--- config.mk ---
export PLATFORM = sky130hd
export DESIGN_NAME = calc_op_engine_flat
export DESIGN_NICKNAME = d
export VERILOG_FILES = /design/src/rtl/calc_op_engine_if.sv /design/src/rtl/calc_op_engine.sv /design/src/flat_wrapper.sv
export SDC_FILE = /design/constraint.sdc
export NUM_CORES = 1
export LEC_CHECK = 0
export ABC_AREA = 1
export CORE_MARGIN = 4
export CORE_UTILIZATION = 60
export DETAILED_ROUTE_END_ITERATION = 16
export PLACE_DENSITY_LB_ADDON = 0.2
export SYNTH_ARGS = -nofsm -noshare
export SYNTH_HDL_FRONTEND = slang
export SYNTH_SLANG_ARGS = --single-unit
--- constraint.sdc ---
create_clock -name clk -period 2.9 [get_ports clk]
set_input_delay 0.58 -clock clk [delete_from_list [all_inputs] [get_ports clk]]
set_output_delay 0.58 -clock clk [all_outputs]
set_load 0.1 [all_outputs]
--- src/rtl/calc_op_engine_if.sv ---
// Operation/operand/result bundle between the button path and calc_op_engine.
// CALC_OP_ENGINE_REMAINDER_EN adds the rem_o remainder signal.
interface calc_op_engine_if #(
  parameter int unsigned WIDTH = 8
);
  logic [3:0]         op_i;
  logic [WIDTH-1:0]   a_i;
  logic [WIDTH-1:0]   b_i;
  logic [2*WIDTH-1:0] result_o;
  logic               neg_o;
  logic               err_o;
  logic               done_o;
  logic               busy_o;
  logic [1:0]         last_op_o;
`ifdef CALC_OP_ENGINE_REMAINDER_EN
  logic [WIDTH-1:0]   rem_o;

  modport master (
    output op_i, a_i, b_i,
    input  result_o, neg_o, err_o, done_o, busy_o, last_op_o, rem_o
  );

  modport slave (
    input  op_i, a_i, b_i,
    output result_o, neg_o, err_o, done_o, busy_o, last_op_o, rem_o
  );
`else
  modport master (
    output op_i, a_i, b_i,
    input  result_o, neg_o, err_o, done_o, busy_o, last_op_o
  );

  modport slave (
    input  op_i, a_i, b_i,
    output result_o, neg_o, err_o, done_o, busy_o, last_op_o
  );
`endif
endinterface

--- src/rtl/calc_op_engine.sv ---
// Calculator engine: one-cycle add/sub, iterative shift-add multiply and restoring divide.
// Optional remainder output enabled by CALC_OP_ENGINE_REMAINDER_EN.
module calc_op_engine #(
  parameter int unsigned WIDTH = 8
) (
  input  logic            clk,
  input  logic            rst,
  calc_op_engine_if.slave bus
);

  localparam int unsigned RW = 2 * WIDTH;
  localparam int unsigned CW = $clog2(WIDTH + 1);

  typedef enum logic [1:0] {
    ST_IDLE = 2'd0,
    ST_MUL  = 2'd1,
    ST_DIV  = 2'd2
  } state_e;

  state_e           state_q, state_d;
  logic [RW-1:0]    result_q, result_d;
  logic             neg_q, neg_d;
  logic             err_q, err_d;
  logic             done_q, done_d;
  logic             busy_q, busy_d;
  logic [1:0]       last_op_q, last_op_d;
  logic [CW-1:0]    cnt_q, cnt_d;
  logic [RW-1:0]    acc_q, acc_d;
  logic [RW-1:0]    mcand_q, mcand_d;
  logic [WIDTH-1:0] mplier_q, mplier_d;
  logic [WIDTH-1:0] divisor_q, divisor_d;
  logic [WIDTH-1:0] quo_q, quo_d;
  logic [WIDTH-1:0] part_q, part_d;
  logic [WIDTH-1:0] rem_q, rem_d;

  // Accept decode: highest set bit wins
  logic op_add, op_sub, op_mul, op_div;
  assign op_add = bus.op_i[3];
  assign op_sub = ~bus.op_i[3] & bus.op_i[2];
  assign op_mul = ~bus.op_i[3] & ~bus.op_i[2] & bus.op_i[1];
  assign op_div = ~bus.op_i[3] & ~bus.op_i[2] & ~bus.op_i[1] & bus.op_i[0];

  logic last_iter;
  assign last_iter = (cnt_q == CW'(WIDTH - 1));

  // One multiply step and one restoring-divide step
  logic [RW-1:0]    acc_step;
  logic [WIDTH:0]   trial;
  logic             fits;
  logic [WIDTH-1:0] part_step;
  logic [WIDTH-1:0] quo_step;

  always_comb begin
    acc_step  = acc_q + (mplier_q[0] ? mcand_q : RW'(0));
    trial     = {part_q, quo_q[WIDTH-1]};
    fits      = (trial >= {1'b0, divisor_q});
    part_step = fits ? WIDTH'(trial - {1'b0, divisor_q}) : trial[WIDTH-1:0];
    quo_step  = {quo_q[WIDTH-2:0], fits};
  end

  // State register
  always_ff @(posedge clk) begin
    if (rst) state_q <= ST_IDLE;
    else     state_q <= state_d;
  end

  // Next-state logic
  always_comb begin
    state_d = state_q;
    unique case (state_q)
      ST_IDLE: begin
        if (op_mul)                         state_d = ST_MUL;
        else if (op_div && (bus.b_i != '0)) state_d = ST_DIV;
      end
      ST_MUL:  if (last_iter) state_d = ST_IDLE;
      ST_DIV:  if (last_iter) state_d = ST_IDLE;
      default: state_d = ST_IDLE;
    endcase
  end

  // Datapath and output register next values
  always_comb begin
    result_d  = result_q;
    neg_d     = neg_q;
    err_d     = err_q;
    done_d    = 1'b0;
    busy_d    = busy_q;
    last_op_d = last_op_q;
    cnt_d     = cnt_q;
    acc_d     = acc_q;
    mcand_d   = mcand_q;
    mplier_d  = mplier_q;
    divisor_d = divisor_q;
    quo_d     = quo_q;
    part_d    = part_q;
    rem_d     = rem_q;

    unique case (state_q)
      ST_IDLE: begin
        if (op_add) begin
          result_d  = RW'(bus.a_i) + RW'(bus.b_i);
          neg_d     = 1'b0;
          err_d     = 1'b0;
          last_op_d = 2'd0;
          done_d    = 1'b1;
          rem_d     = '0;
        end else if (op_sub) begin
          result_d  = (bus.a_i >= bus.b_i) ? RW'(bus.a_i - bus.b_i) : RW'(bus.b_i - bus.a_i);
          neg_d     = (bus.a_i < bus.b_i);
          err_d     = 1'b0;
          last_op_d = 2'd1;
          done_d    = 1'b1;
          rem_d     = '0;
        end else if (op_mul) begin
          acc_d    = '0;
          mcand_d  = RW'(bus.a_i);
          mplier_d = bus.b_i;
          cnt_d    = '0;
          busy_d   = 1'b1;
        end else if (op_div) begin
          if (bus.b_i == '0) begin
            result_d  = '0;
            neg_d     = 1'b0;
            err_d     = 1'b1;
            last_op_d = 2'd3;
            done_d    = 1'b1;
            rem_d     = '0;
          end else begin
            part_d    = '0;
            quo_d     = bus.a_i;
            divisor_d = bus.b_i;
            cnt_d     = '0;
            busy_d    = 1'b1;
          end
        end
      end
      ST_MUL: begin
        acc_d    = acc_step;
        mcand_d  = mcand_q << 1;
        mplier_d = mplier_q >> 1;
        cnt_d    = cnt_q + CW'(1);
        if (last_iter) begin
          result_d  = acc_step;
          neg_d     = 1'b0;
          err_d     = 1'b0;
          last_op_d = 2'd2;
          done_d    = 1'b1;
          busy_d    = 1'b0;
          cnt_d     = '0;
          rem_d     = '0;
        end
      end
      ST_DIV: begin
        part_d = part_step;
        quo_d  = quo_step;
        cnt_d  = cnt_q + CW'(1);
        if (last_iter) begin
          result_d  = RW'(quo_step);
          neg_d     = 1'b0;
          err_d     = 1'b0;
          last_op_d = 2'd3;
          done_d    = 1'b1;
          busy_d    = 1'b0;
          cnt_d     = '0;
          rem_d     = part_step;
        end
      end
      default: ;
    endcase
  end

  always_ff @(posedge clk) begin
    if (rst) begin
      result_q  <= '0;
      neg_q     <= 1'b0;
      err_q     <= 1'b0;
      done_q    <= 1'b0;
      busy_q    <= 1'b0;
      last_op_q <= '0;
      cnt_q     <= '0;
      acc_q     <= '0;
      mcand_q   <= '0;
      mplier_q  <= '0;
      divisor_q <= '0;
      quo_q     <= '0;
      part_q    <= '0;
      rem_q     <= '0;
    end else begin
      result_q  <= result_d;
      neg_q     <= neg_d;
      err_q     <= err_d;
      done_q    <= done_d;
      busy_q    <= busy_d;
      last_op_q <= last_op_d;
      cnt_q     <= cnt_d;
      acc_q     <= acc_d;
      mcand_q   <= mcand_d;
      mplier_q  <= mplier_d;
      divisor_q <= divisor_d;
      quo_q     <= quo_d;
      part_q    <= part_d;
      rem_q     <= rem_d;
    end
  end

  assign bus.result_o  = result_q;
  assign bus.neg_o     = neg_q;
  assign bus.err_o     = err_q;
  assign bus.done_o    = done_q;
  assign bus.busy_o    = busy_q;
  assign bus.last_op_o = last_op_q;
`ifdef CALC_OP_ENGINE_REMAINDER_EN
  assign bus.rem_o     = rem_q;
`else
  logic unused_rem;
  assign unused_rem = ^rem_q;
`endif

endmodule

--- src/flat_wrapper.sv ---
// flat-port wrapper written by rule: the top's interface ports become plain ports
module calc_op_engine_flat 
#(
  parameter int unsigned WIDTH = 8
)
  (clk, rst, bus_op_i, bus_a_i, bus_b_i, bus_result_o, bus_neg_o, bus_err_o, bus_done_o, bus_busy_o, bus_last_op_o);
  calc_op_engine_if #(.WIDTH(WIDTH)) bus_i ();
  input  logic clk;
  input  logic rst;
  input wire logic [$bits(bus_i.op_i)-1:0] bus_op_i;
  input wire logic [$bits(bus_i.a_i)-1:0] bus_a_i;
  input wire logic [$bits(bus_i.b_i)-1:0] bus_b_i;
  output wire logic [$bits(bus_i.result_o)-1:0] bus_result_o;
  output wire logic [$bits(bus_i.neg_o)-1:0] bus_neg_o;
  output wire logic [$bits(bus_i.err_o)-1:0] bus_err_o;
  output wire logic [$bits(bus_i.done_o)-1:0] bus_done_o;
  output wire logic [$bits(bus_i.busy_o)-1:0] bus_busy_o;
  output wire logic [$bits(bus_i.last_op_o)-1:0] bus_last_op_o;
  assign bus_i.op_i = bus_op_i;
  assign bus_i.a_i = bus_a_i;
  assign bus_i.b_i = bus_b_i;
  assign bus_result_o = bus_i.result_o;
  assign bus_neg_o = bus_i.neg_o;
  assign bus_err_o = bus_i.err_o;
  assign bus_done_o = bus_i.done_o;
  assign bus_busy_o = bus_i.busy_o;
  assign bus_last_op_o = bus_i.last_op_o;
  calc_op_engine #(.WIDTH(WIDTH)) u_core (.clk(clk), .rst(rst), .bus(bus_i));
endmodule
==> metrics <==
# setup viols final=0; final net count=~1,100; Starting Density=0.6119; CP Max Fanout=7; row cnt=38; clk_lat worst skew=between 300 and 400 ps; Avg Inst Size Synth=roughly 6.7 µm²; H-tree Lvls=3; CTS tree=yes; reg2reg start=u_core.mcand_q[0]; Post-Place Cell Area=~7300 µm²; outcome=finished, final reports clean; share of cells above drive strength 1=0.1152; initial antenna violation count=0; largest net degree at the start of global routing=60; post-route ant nets=0; CTS clk-pin slew, worst paths=around 110 ps; Crit. Startpoint=bus_b_i[0]; post-layout min period=roughly 2400 ps; filler cell count=roughly 1,000; Max-Cap Viols=0; Tightest Pin Transition=between 500 and 600 ps; area growth from synthesis to final layout=13.15%; most frequent cells in the layout=244 x nand2_1, 109 x inv_1, 109 x a21oi_1; die width=around 110 µm; Leak Pwr=between 3 and 4 nW; Max-slew headroom=0.6402; Die Height=112.9 µm; Final Skew=20.87 ps; Root Buffer=clkbuf_8; sequential share of the synthesized area=0.2789; routability cong.=approximately 1; FF-to-FF End=u_core.bus.result_o[6]; f_max=approximately 410 MHz; r2r setup slk=around 600 ps; most common cell after layout, fill and taps aside=nand2_1; Die ar.=around 13,000 µm²; hold_buf cts=0; Post-Route WL=~18,000 µm; hpwl dp=13,830 µm; startpoint types=primary input; total global-route track usage=0.2948; Async S/R FF share, synth=0; Mapped Cells=slightly below 1,000; Setup Buffers After CTS=0; CTS Buf Count=9; number of port buffers=between 40 and 50; cts repair resizes=0; first-pass detailed-route iteration total=5; unrepaired setup endpoints after global routing=no; drt initial violations=667; CP Class=in -> reg; Setup crit end=u_core.bus.result_o[12]; IO Pins=44; DR WL/cell=15.48 µm; power per cell area=around 760 nW/µm²; worst vdd ir=between 600 and 700 µV; drt via density=approximately 5.7; vias in the first global route=around 6,200; Tcrit/Tclk final=0.8390; Worst Reg2Reg Path Length in Cells=15; DRC=0; global-route wire length before repair=around 30,000 µm; Yosys Warn Count=0; Synth cell types=44; EDFF count, synth=0; Synth Net Count=between 1,000 and 1,500; via count=about 6,800; Final Max Tran Viols=0; Hold Path Class=reg -> reg; Synth Flop Type=dfxtp_1; Req. time, crit path=around 3200 ps; Placeable Area=10,790 µm²; clk buf depth=2; final instance area=~7500 µm²; Synth Register Bits=a little over 90; Congestion Overflow GR=0; Worst EP arrival=2770 ps; Setup TNS=0 ps; clock sinks=roughly 90; post-synthesis cell area=6604 µm²; Fin. Hold Viols=0; Pwr Total=5.642 mW; Critical Path Sink Type=flip-flop; Ant. Diodes=0
[sequential cells by signal (all words and copies together) (netlist names)]
signal and cells:
u_core.state_q 2, u_core.quo_q 8, u_core.bus.last_op_o 2, u_core.bus.neg_o 1, u_core.bus.busy_o 1, u_core.part_q 8
u_core.divisor_q 8, u_core.mcand_q 16, u_core.cnt_q 4, u_core.bus.err_o 1, u_core.bus.done_o 1, u_core.mplier_q 8
u_core.acc_q 16, u_core.bus.result_o 16
[stage by stage]
step | worst slack [ps] | hold WS (ps) | utilization | cells
floorplan | 729.0 | 440.4 | - | 990
global placement | 113.2 | 452.5 | 0.6718 | 1174
detailed placement | 74.48 | 457.7 | 0.6718 | 1174
CTS | 493.9 | 470.3 | 0.6923 | 1190
global route | 281.8 | 501.4 | 0.6923 | 1190
finish | 467.0 | 472.8 | 0.6923 | 1190
[routing by layer]
metal	share of wire	vias up	global-route usage
li1	-	3397	-
met2	0.46	236	0.4684
met4	0.026	0	0.09535
met3	0.072	39	0.05241
met5	0	-	0
met1	0.45	3126	0.4070
[Yosys cell counts, drive strengths merged, types with 18 or more instances]
cell type    n  area share
a21oi      114       0.093
a31oi       21       0.020
buf         23       0.025
clkbuf      18       0.010
dfxtp       92        0.28
ha          52       0.099
inv        117       0.068
nand2      255        0.15
nand3       85       0.068
nand4       18       0.019
nor2        68       0.045
o21ai       86       0.066
[worst min-delay path by stage]
stage / startpoint / end / cells after the start
after detailed placement: u_core.mplier_q[2] / u_core.mplier_q[1] / 2
after floorplan: u_core.mcand_q[15] / u_core.mcand_q[15] / 2
after global placement: u_core.mcand_q[15] / u_core.mcand_q[15] / 2
final: u_core.mplier_q[2] / u_core.mplier_q[1] / 2
after CTS: u_core.mplier_q[2] / u_core.mplier_q[1] / 2
after global routing: u_core.mcand_q[11] / u_core.mcand_q[12] / 2
[power by group]
group / total, mW / internal [mW] / leakage, nW / switching (mW)
sequential: 1.73 / 1.55 / 0.753 / 0.179
combinational: 2.92 / 0.807 / 2.73 / 2.11
clock: 0.993 / 0.495 / 0.108 / 0.498
[logic make-up (layout without fill, tap and decap cells)]
kind of cell    count (synthesis)  in the layout  synth area share
flops                          92             92            0.2789
compound gates                232            232            0.1915
fa+ha+maj                      57             57            0.1137
simple gates                  443            443            0.3026
xor+xnor                        8              8           0.01061
buf+inv                       158            218            0.1027
[cell type report]
type | instances | area, µm² | area share
Multi-Input combinational cell | 740 | 4084 | 0.5466
Sequential cell | 92 | 1842 | 0.2465
Timing Repair Buffer | 85 | 703.2 | 0.09411
Inverter | 117 | 446.7 | 0.05978
Tap cell | 140 | 175.2 | 0.02344
Clock buffer | 10 | 127.6 | 0.01708
Clock inverter | 6 | 93.84 | 0.01256
[worst max-delay path, stage by stage]
cell	delay [ps]
clkdlybuf4s50_1	520
inv_1	160
ha_1	150
inv_1	60
fa_1	400
nand3_1	110
nand2_1	90
nand2_1	70
o211ai_1	100
nand2_2	90
nand4_2	130
nand2_4	150
nor2_1	60
nor2_1	90
(Power assumes the default switching activity.)
